<file path="config.mk">
export PLATFORM = sky130hd
export DESIGN_NAME = gate_tt_reader
export DESIGN_NICKNAME = d
export VERILOG_FILES = /design/src/rtl/gate_tt_pkg.sv /design/src/rtl/gate_tt_settle_cnt.sv /design/src/rtl/gate_tt_reader.sv
export SDC_FILE = /design/constraint.sdc
export NUM_CORES = 1
export LEC_CHECK = 0
export BUFFER_PORTS_ARGS = -buffer_cell sky130_fd_sc_hd__buf_4
export CAP_MARGIN = 20
export CORE_MARGIN = 1.5
export CORE_UTILIZATION = 35
export DETAILED_ROUTE_END_ITERATION = 10
export MAX_ROUTING_LAYER = met4
export PLACE_DENSITY_LB_ADDON = 0.2
export SKIP_LAST_GASP = 1
export SYNTH_ARGS = -nofsm -noshare
export SYNTH_HDL_FRONTEND = slang
export SYNTH_SLANG_ARGS = --single-unit
</file>
<file path="constraint.sdc">
create_clock -name clk -period 1.7 [get_ports clk]
set_input_delay 0.085 -clock clk [delete_from_list [all_inputs] [get_ports clk]]
set_output_delay 0.085 -clock clk [all_outputs]
set_load 0.05 [all_outputs]
</file>
<file path="src/rtl/gate_tt_pkg.sv">
// rtl/gate_tt_pkg.sv - shared types, limits and helpers for the gate truth-table reader
// Purpose: sweep FSM state encoding, legal parameter limits, table-width helper.
// Ports: none (package).
package gate_tt_pkg;

    typedef enum logic {
        IDLE = 1'b0,
        RUN  = 1'b1
    } state_t;

    localparam int N_IN_MAX   = 4;
    localparam int SETTLE_MAX = 15;

    // Number of truth-table entries for n gate inputs.
    function automatic int tt_width(input int n);
        return 1 << n;
    endfunction

endpackage

</file>
<file path="src/rtl/gate_tt_settle_cnt.sv">
// rtl/gate_tt_settle_cnt.sv - per-vector settle counter with terminal flag
// Purpose: counts cycles a vector has been held; term flags count==SETTLE.
// Ports:
//   clk, rst : clock, synchronous active-high reset
//   clr      : clear count to zero (wins over inc)
//   inc      : increment count
//   term     : count has reached SETTLE
module gate_tt_settle_cnt
    import gate_tt_pkg::*;
#(
    parameter int SETTLE = 2
) (
    input  logic clk,
    input  logic rst,
    input  logic clr,
    input  logic inc,
    output logic term
);

    localparam int CW = $clog2(SETTLE_MAX + 1);

    logic [CW-1:0] count;

    always_ff @(posedge clk) begin
        if (rst || clr) begin
            count <= '0;
        end else if (inc) begin
            count <= count + 1'b1;
        end
    end

    assign term = (count == CW'(SETTLE));

endmodule

</file>
<file path="src/rtl/gate_tt_reader.sv">
// rtl/gate_tt_reader.sv - drives every input combination into a gate and captures its truth table
// Purpose: on start, steps drv through 0..2**N_IN-1 holding each SETTLE+1 cycles,
//   samples sense at the end of each hold, then publishes table_o/match with a done pulse.
// Optional feature macro: GATE_TT_FIRST_FAIL_EN (adds first_fail_vld/first_fail_idx).
// Ports:
//   clk, rst  : clock, synchronous active-high reset
//   start     : sweep request, accepted only while idle
//   expected  : reference table, sampled at the completion edge
//   sense     : gate output under test
//   drv       : gate input vector
//   busy      : sweep in progress
//   done      : one-cycle completion pulse
//   table_o   : captured truth table (updated at completion only)
//   match     : table_o == expected, registered at completion
//   first_fail_vld/first_fail_idx : lowest mismatching entry (feature only)
module gate_tt_reader
    import gate_tt_pkg::*;
#(
    parameter int N_IN   = 2,
    parameter int SETTLE = 2
) (
    input  logic                      clk,
    input  logic                      rst,
    input  logic                      start,
    input  logic [tt_width(N_IN)-1:0] expected,
    input  logic                      sense,
    output logic [N_IN-1:0]           drv,
    output logic                      busy,
    output logic                      done,
    output logic [tt_width(N_IN)-1:0] table_o,
    output logic                      match
`ifdef GATE_TT_FIRST_FAIL_EN
    ,
    output logic                      first_fail_vld,
    output logic [N_IN-1:0]           first_fail_idx
`endif
);

    localparam int TT = tt_width(N_IN);
    localparam logic [N_IN:0] LAST = (N_IN + 1)'(TT - 1);

    state_t         state, next_state;
    logic [N_IN:0]  index;
    logic [TT-1:0]  shadow;
    logic [TT-1:0]  merged;
    logic           cnt_clr, cnt_inc, cnt_term;
    logic           launch, step, finish;

    gate_tt_settle_cnt #(
        .SETTLE (SETTLE)
    ) u_settle (
        .clk  (clk),
        .rst  (rst),
        .clr  (cnt_clr),
        .inc  (cnt_inc),
        .term (cnt_term)
    );

    always_ff @(posedge clk) begin
        if (rst) begin
            state <= IDLE;
        end else begin
            state <= next_state;
        end
    end

    always_comb begin
        next_state = state;
        cnt_clr    = 1'b0;
        cnt_inc    = 1'b0;
        launch     = 1'b0;
        step       = 1'b0;
        finish     = 1'b0;
        case (state)
            IDLE: begin
                if (start) begin
                    next_state = RUN;
                    launch     = 1'b1;
                    cnt_clr    = 1'b1;
                end
            end
            RUN: begin
                if (cnt_term) begin
                    cnt_clr = 1'b1;
                    if (index == LAST) begin
                        finish     = 1'b1;
                        next_state = IDLE;
                    end else begin
                        step = 1'b1;
                    end
                end else begin
                    cnt_inc = 1'b1;
                end
            end
            default: next_state = IDLE;
        endcase
    end

    // Shadow table with the current sample folded in; used both for the
    // per-vector capture and for the final publish so the last bit is included.
    always_comb begin
        merged = shadow;
        merged[index[N_IN-1:0]] = sense;
    end

    always_ff @(posedge clk) begin
        if (rst) begin
            index   <= '0;
            shadow  <= '0;
            busy    <= 1'b0;
            done    <= 1'b0;
            table_o <= '0;
            match   <= 1'b0;
        end else begin
            done <= finish;
            if (launch) begin
                busy   <= 1'b1;
                index  <= '0;
                shadow <= '0;
            end
            if (step) begin
                shadow <= merged;
                index  <= index + 1'b1;
            end
            if (finish) begin
                busy    <= 1'b0;
                index   <= '0;
                shadow  <= merged;
                table_o <= merged;
                match   <= (merged == expected);
            end
        end
    end

    assign drv = index[N_IN-1:0];

`ifdef GATE_TT_FIRST_FAIL_EN
    logic [TT-1:0]   diff;
    logic            ff_vld_nxt;
    logic [N_IN-1:0] ff_idx_nxt;

    // Scan downward so the lowest mismatching index is the one left standing.
    always_comb begin
        diff       = merged ^ expected;
        ff_vld_nxt = 1'b0;
        ff_idx_nxt = '0;
        for (int i = TT - 1; i >= 0; i--) begin
            if (diff[i]) begin
                ff_vld_nxt = 1'b1;
                ff_idx_nxt = i[N_IN-1:0];
            end
        end
    end

    always_ff @(posedge clk) begin
        if (rst) begin
            first_fail_vld <= 1'b0;
            first_fail_idx <= '0;
        end else if (finish) begin
            first_fail_vld <= ff_vld_nxt;
            first_fail_idx <= ff_idx_nxt;
        end
    end
`else
    // No first-fail tracking in this build.
`endif

endmodule

</file>
# Yosys cells after proc, flatten, opt, wreduce, memory -nomap -nowiden
# Cells that the tools add are included.
# totals
register_bits	19
latch_bits	0
ramBits	0
rom_bits	0
input_bits	8
output_inout_bits	9
word_cells	43
memories	0
# classes
add_sub_neg	2
mul	0
n_div	0
n_lt_le_gt_ge	2
eq_ne	3
shifts	0
n_mux	22
bitwise_logic	1
reduce_logical	5
# ops
op	n
1-bit 2-to-1 mux	13
4-bit 2-to-1 mux	3
3-bit 2-to-1 mux	2
4-bit by 1-bit adder with 4-bit output, second input constant	1
4-bit bitwise mux	1
4-bit by 2-bit == test with 1-bit output, second input constant	1
4-bit == test	1
1-bit case mux with 2 select lines	2
3-bit by 1-bit adder with 3-bit output, second input constant	1
3-bit by 2-bit == test with 1-bit output, second input constant	1
2-bit by 3-bit < comparator with 1-bit output, second input constant	1
3-bit nonzero test	1
1-bit demux with 2-bit select	1
2-bit by 1-bit >= comparator with 1-bit output, second input constant	1
2-bit nonzero test	1
2-bit OR reduction	1
1-bit logical AND	1
1-bit logical OR	1
1-bit inverter	1

# Longest topological paths before layout
# depth
ltp_word	7
depth_mapped	7
ltp_nobuf	6

# Hierarchy
# A second synthesis with hierarchy kept.
# unflattened
hier_cells	104
hier_area_um2	937.1
# by_module_without_submodules
module	n_inst	cells_each	area_per_inst_um2	seq_area_each_um2
gate_tt_reader	1	84	738.2	300.3
gate_tt_settle_cnt	1	20	198.9	80.1

# Worst setup path after synthesis
# OpenSTA, ideal clock, no wires.
# synth_path
kind	register -> register
startpoint	register index[0]
endpoint	register match
setup_time_ns	0.057
t_arrival_ns	1.380
required_ns	1.643
setup_slack_ns	0.263
stages_incl_launch_ff	7
path_buffers	0
period_less_slack_ns	1.437
path_cell_list	dfxtp_1 > inv_1 > ha_1 > mux2i_1 > xnor2_1 > nor4_1 > a21o_1
# synth_via
elab_chain_cells	6
elab_cells_between_ends	11
classes_between	2 x order compare; 2 x eq/ne; 6 x mux; 1 x reduce/logical
# synth_rtl
item	line_no	source
from (decl)	gate_tt_reader.sv:43	logic [N_IN:0] index;
from (signal assigned)	gate_tt_reader.sv:123	index <= index + 1'b1;
2-bit by 3-bit < comparator with 1-bit output (not written as such) / 2-bit by 1-bit >= comparator with 1-bit output (equally long branches)	gate_tt_reader.sv:103	merged[index[N_IN-1:0]] = sense;
1-bit logical AND (not written as such)	gate_tt_reader.sv:103	
1-bit 2-to-1 mux (not written as such)	gate_tt_reader.sv:103	
1-bit demux with 2-bit select	gate_tt_reader.sv:103	
4-bit bitwise mux	gate_tt_reader.sv:103	
4-bit == test	gate_tt_reader.sv:130	match <= (merged == expected);
to (signal assigned)	gate_tt_reader.sv:130	
to (decl)	gate_tt_reader.sv:31	output logic match
# Parallel ways exist; a longest one is shown, timed or not.
# A chain may end at the register's enable or synchronous reset.

# Worst setup path after layout
# Ends and elaborated chain as after synthesis.

==> metrics.csv <==
metric,value,unit
CP Data Arrival Time,1790,ps
grt met3 use,4.88,%
Synth Warn #,0,
Avg WL per Cell,12.8,µm
Rows,19,
TritonCTS clock tree,yes,
XOR/XNOR share of the synthesized area,6.25,%
worst-path maximum fanout,6,
period utilization,89.8,%
Adder-Cell Fraction of Synth Area,8.93,%
fin nets,138,
Post-Synthesis Cells,104,
met2 usage,19.6,%
M1 GR Usage,18.1,%
fin util,43.0,%
crit-path cells,inv_1 > ha_1 > mux2i_2 > xnor2_1 > nor4_1 > a21o_1,
initial antenna violation count,0,
unrepaired setup endpoints after global routing,no,
largest family of logic cells by synthesized area,simple AND/OR/NAND/NOR gates,
final setup violation count,0,
type of the worst setup path,flip-flop to flip-flop,
most common cell in the netlist,dfxtp_1,
drt initial violations,12,
Initial Utilization,36.2,%
Min-Delay Path Class,input port to flip-flop,
nature of the critical path endpoint,flip-flop,
Top Family by Delay on Critical Path,flip-flops,
post-synthesis sequential area ratio,38.8,%
outcome,completed,
Max Root-Sink Buffers,2,
Post-synth top flop,dfxtp_1,
Area growth syn-to-layout,18.8,%
Simple-Gate Fraction of Synth Area,22.2,%
Place WS,79.9,ps
synth top area cells,"dfxtp_1, ha_1, a211oi_2",
dpl cell area,1120,µm²
asr flop ratio synth,0,%
hold violation count in the final report,0,
root buffer cell,clkbuf_4,
CP peak stage delay,370,ps
vias in the first global route,694,
total core area,2710,µm²
r2r endpoint,match$_SDFFE_PP0P_,
Post-Syn Nets,119,
worst path bufs/invs,1,
IO Pins,17,
# diodes,0,
Final Wtd Congestion,0.743,
DPL Wire Length,1430,µm
Max-Cap Viols,0,
"Cell Count, Final, Fillers Out",153,
htree depth,1,
global-route wire length before repair,3190,µm
hold_sp,start,
Total Routed Length,1960,µm
max_slew headroom,79.5,%
Post-synth EDFFs,0,
Worst-path clk slew,110,ps
Tot GR Track Use,13.6,%
Die Ht,55.9,µm
ratio of cells with drive above 1 in the final layout,32.8,%
"Worst Setup Slack, final",173,ps
Worst R2R Start,index[0]$_SDFFE_PP0P_,
drt drc,0,
crit path max-delay cell type,dfxtp_2,
Worst VDD drop,0.541,mV
Clock Latency Late Sink,310,ps
R2R Setup Slk,170,ps
"Remaining Overflow, GRT",0,
DR vias/cell,5.03,
R2R depth,6,
Synth Cell Area,981,µm²
# clock sinks,19,
Buffers on Ports,16,
final instance area,1160,µm²
largest net degree at the start of global routing,20,
hold path depth,3,
Pre-Repair DR Iteration Count,4,
worst hold endpoint,state$_SDFF_PP0_,
"Min Clock Period, post-route",1530,ps
Mapped Avg Cell Area,9.43,µm²
share of the synthesized area in the top cell type,38.8,%
Vias,770,
Achievable Freq,655,MHz
synth cell count leaders,"dfxtp_1, nor2_1, ha_1, nor3_1",
startpoint types,flip-flop,
remaining antenna violation count,0,
clock skew,4.38,ps
setup TNS,0,ps
final slew viol count,0,
"Distinct cells, synth",31,
post-synthesis mux area share,4.08,%
PwrDens,680,nW/µm²
CTS buffer count,3,
Die W,55.9,µm
synthesis-stage register bit count,19,
Placed Instances,149,
hold buffer count at cts,0,
Critical Path RT,1970,ps
post-synth top area cell,dfxtp_1,
busiest layer in global routing,met2,
DIE AREA,3130,µm²
Slew @ Worst Pin,299,ps
Compound-Gate Fraction of Synth Area,12.9,%
leakage dissipation,0.000452,µW
-- timing repair --
item,CTS,global route
buffers inserted,0,0
gates resized for setup,0,5
setup endpoints to repair,0,1
-- report_power, final --
| part | switching, µW | internal (µW) | total (µW) |
|---|---|---|---|
| clock | 147 | 91.8 | 239 |
| sequential | 5.27 | 453 | 458 |
| combinational | 53.8 | 40.9 | 94.7 |
| total | 206 | 586 | 792 |
-- cells by family (layout without fill, tap and decap cells) --
group	after synthesis	count (layout)
simple gates	39	39
mux	4	4
fa+ha+maj	7	7
xor+xnor	7	7
compound gates	17	17
buf+inv	11	29
flops	19	19
-- layer usage --
layer	vias up	part of all wire [%]
met4	0	1.1
met1	361	52
met3	2	3.8
li1	394	-
met2	13	44
met5	-	0
-- worst min-delay path, delay by kind of cell --
family / cells / cell delay, ps
AND/OR/NAND/NOR: 2 / 130
buffers and inverters: 1 / 90
-- state kept, by name, indices dropped and copies added (netlist names) --
register and cells:
table_o 4, done 1, match 1, shadow 4, index 3, state 1, busy 1, u_settle.count 4
-- cell type report --
cell class,instances,area (µm²)
fillers,274,1550
multi-input cells,74,544
flip-flops and latches,19,383
repair buffers,21,158
well taps,31,38.8
clock buffers,4,26.3
inverters,4,15.0
-- worst max path at each step --
stage / start / slack, ps / cells after the start / to
floorplan: index[0]$_SDFFE_PP0P_ / 260 / 6 / match$_SDFFE_PP0P_
global placement: index[0]$_SDFFE_PP0P_ / 140 / 6 / match$_SDFFE_PP0P_
detailed placement: index[0]$_SDFFE_PP0P_ / 80 / 6 / match$_SDFFE_PP0P_
CTS: index[0]$_SDFFE_PP0P_ / 40 / 6 / match$_SDFFE_PP0P_
global route: index[0]$_SDFFE_PP0P_ / 10 / 6 / match$_SDFFE_PP0P_
finish: index[0]$_SDFFE_PP0P_ / 170 / 6 / match$_SDFFE_PP0P_
-- cell usage in the layout, fill, tap and decap left out, types with 2 or more instances in the layout --
| cell | synthesis | final |
|---|---|---|
| a211oi_2 | 4 | 4 |
| a21oi_1 | 5 | 5 |
| a31oi_1 | 2 | 2 |
| buf_4 | 4 | 21 |
| clkbuf_4 | 0 | 3 |
| dfxtp_1 | 19 | 17 |
| dfxtp_2 | 0 | 2 |
| ha_1 | 7 | 7 |
| inv_1 | 4 | 4 |
| mux2i_2 | 0 | 3 |
| nand3_1 | 4 | 4 |
| nor2_1 | 12 | 12 |
| nor2_2 | 4 | 4 |
| nor2b_1 | 2 | 2 |
| nor3_1 | 7 | 7 |
| o21ai_0 | 3 | 3 |
| xnor2_1 | 5 | 5 |
| xor2_1 | 2 | 2 |
-- per-stage QoR --
| step | hold slack, ps | power (µW) |
|---|---|---|
| after floorplan | 237 | 526 |
| after global placement | 353 | 560 |
| after detailed placement | 369 | 562 |
| after CTS | 36.3 | 804 |
| after global routing | 45.7 | 830 |
| final | 46.6 | 792 |
Note: power is estimated with default switching activity, not from simulation.
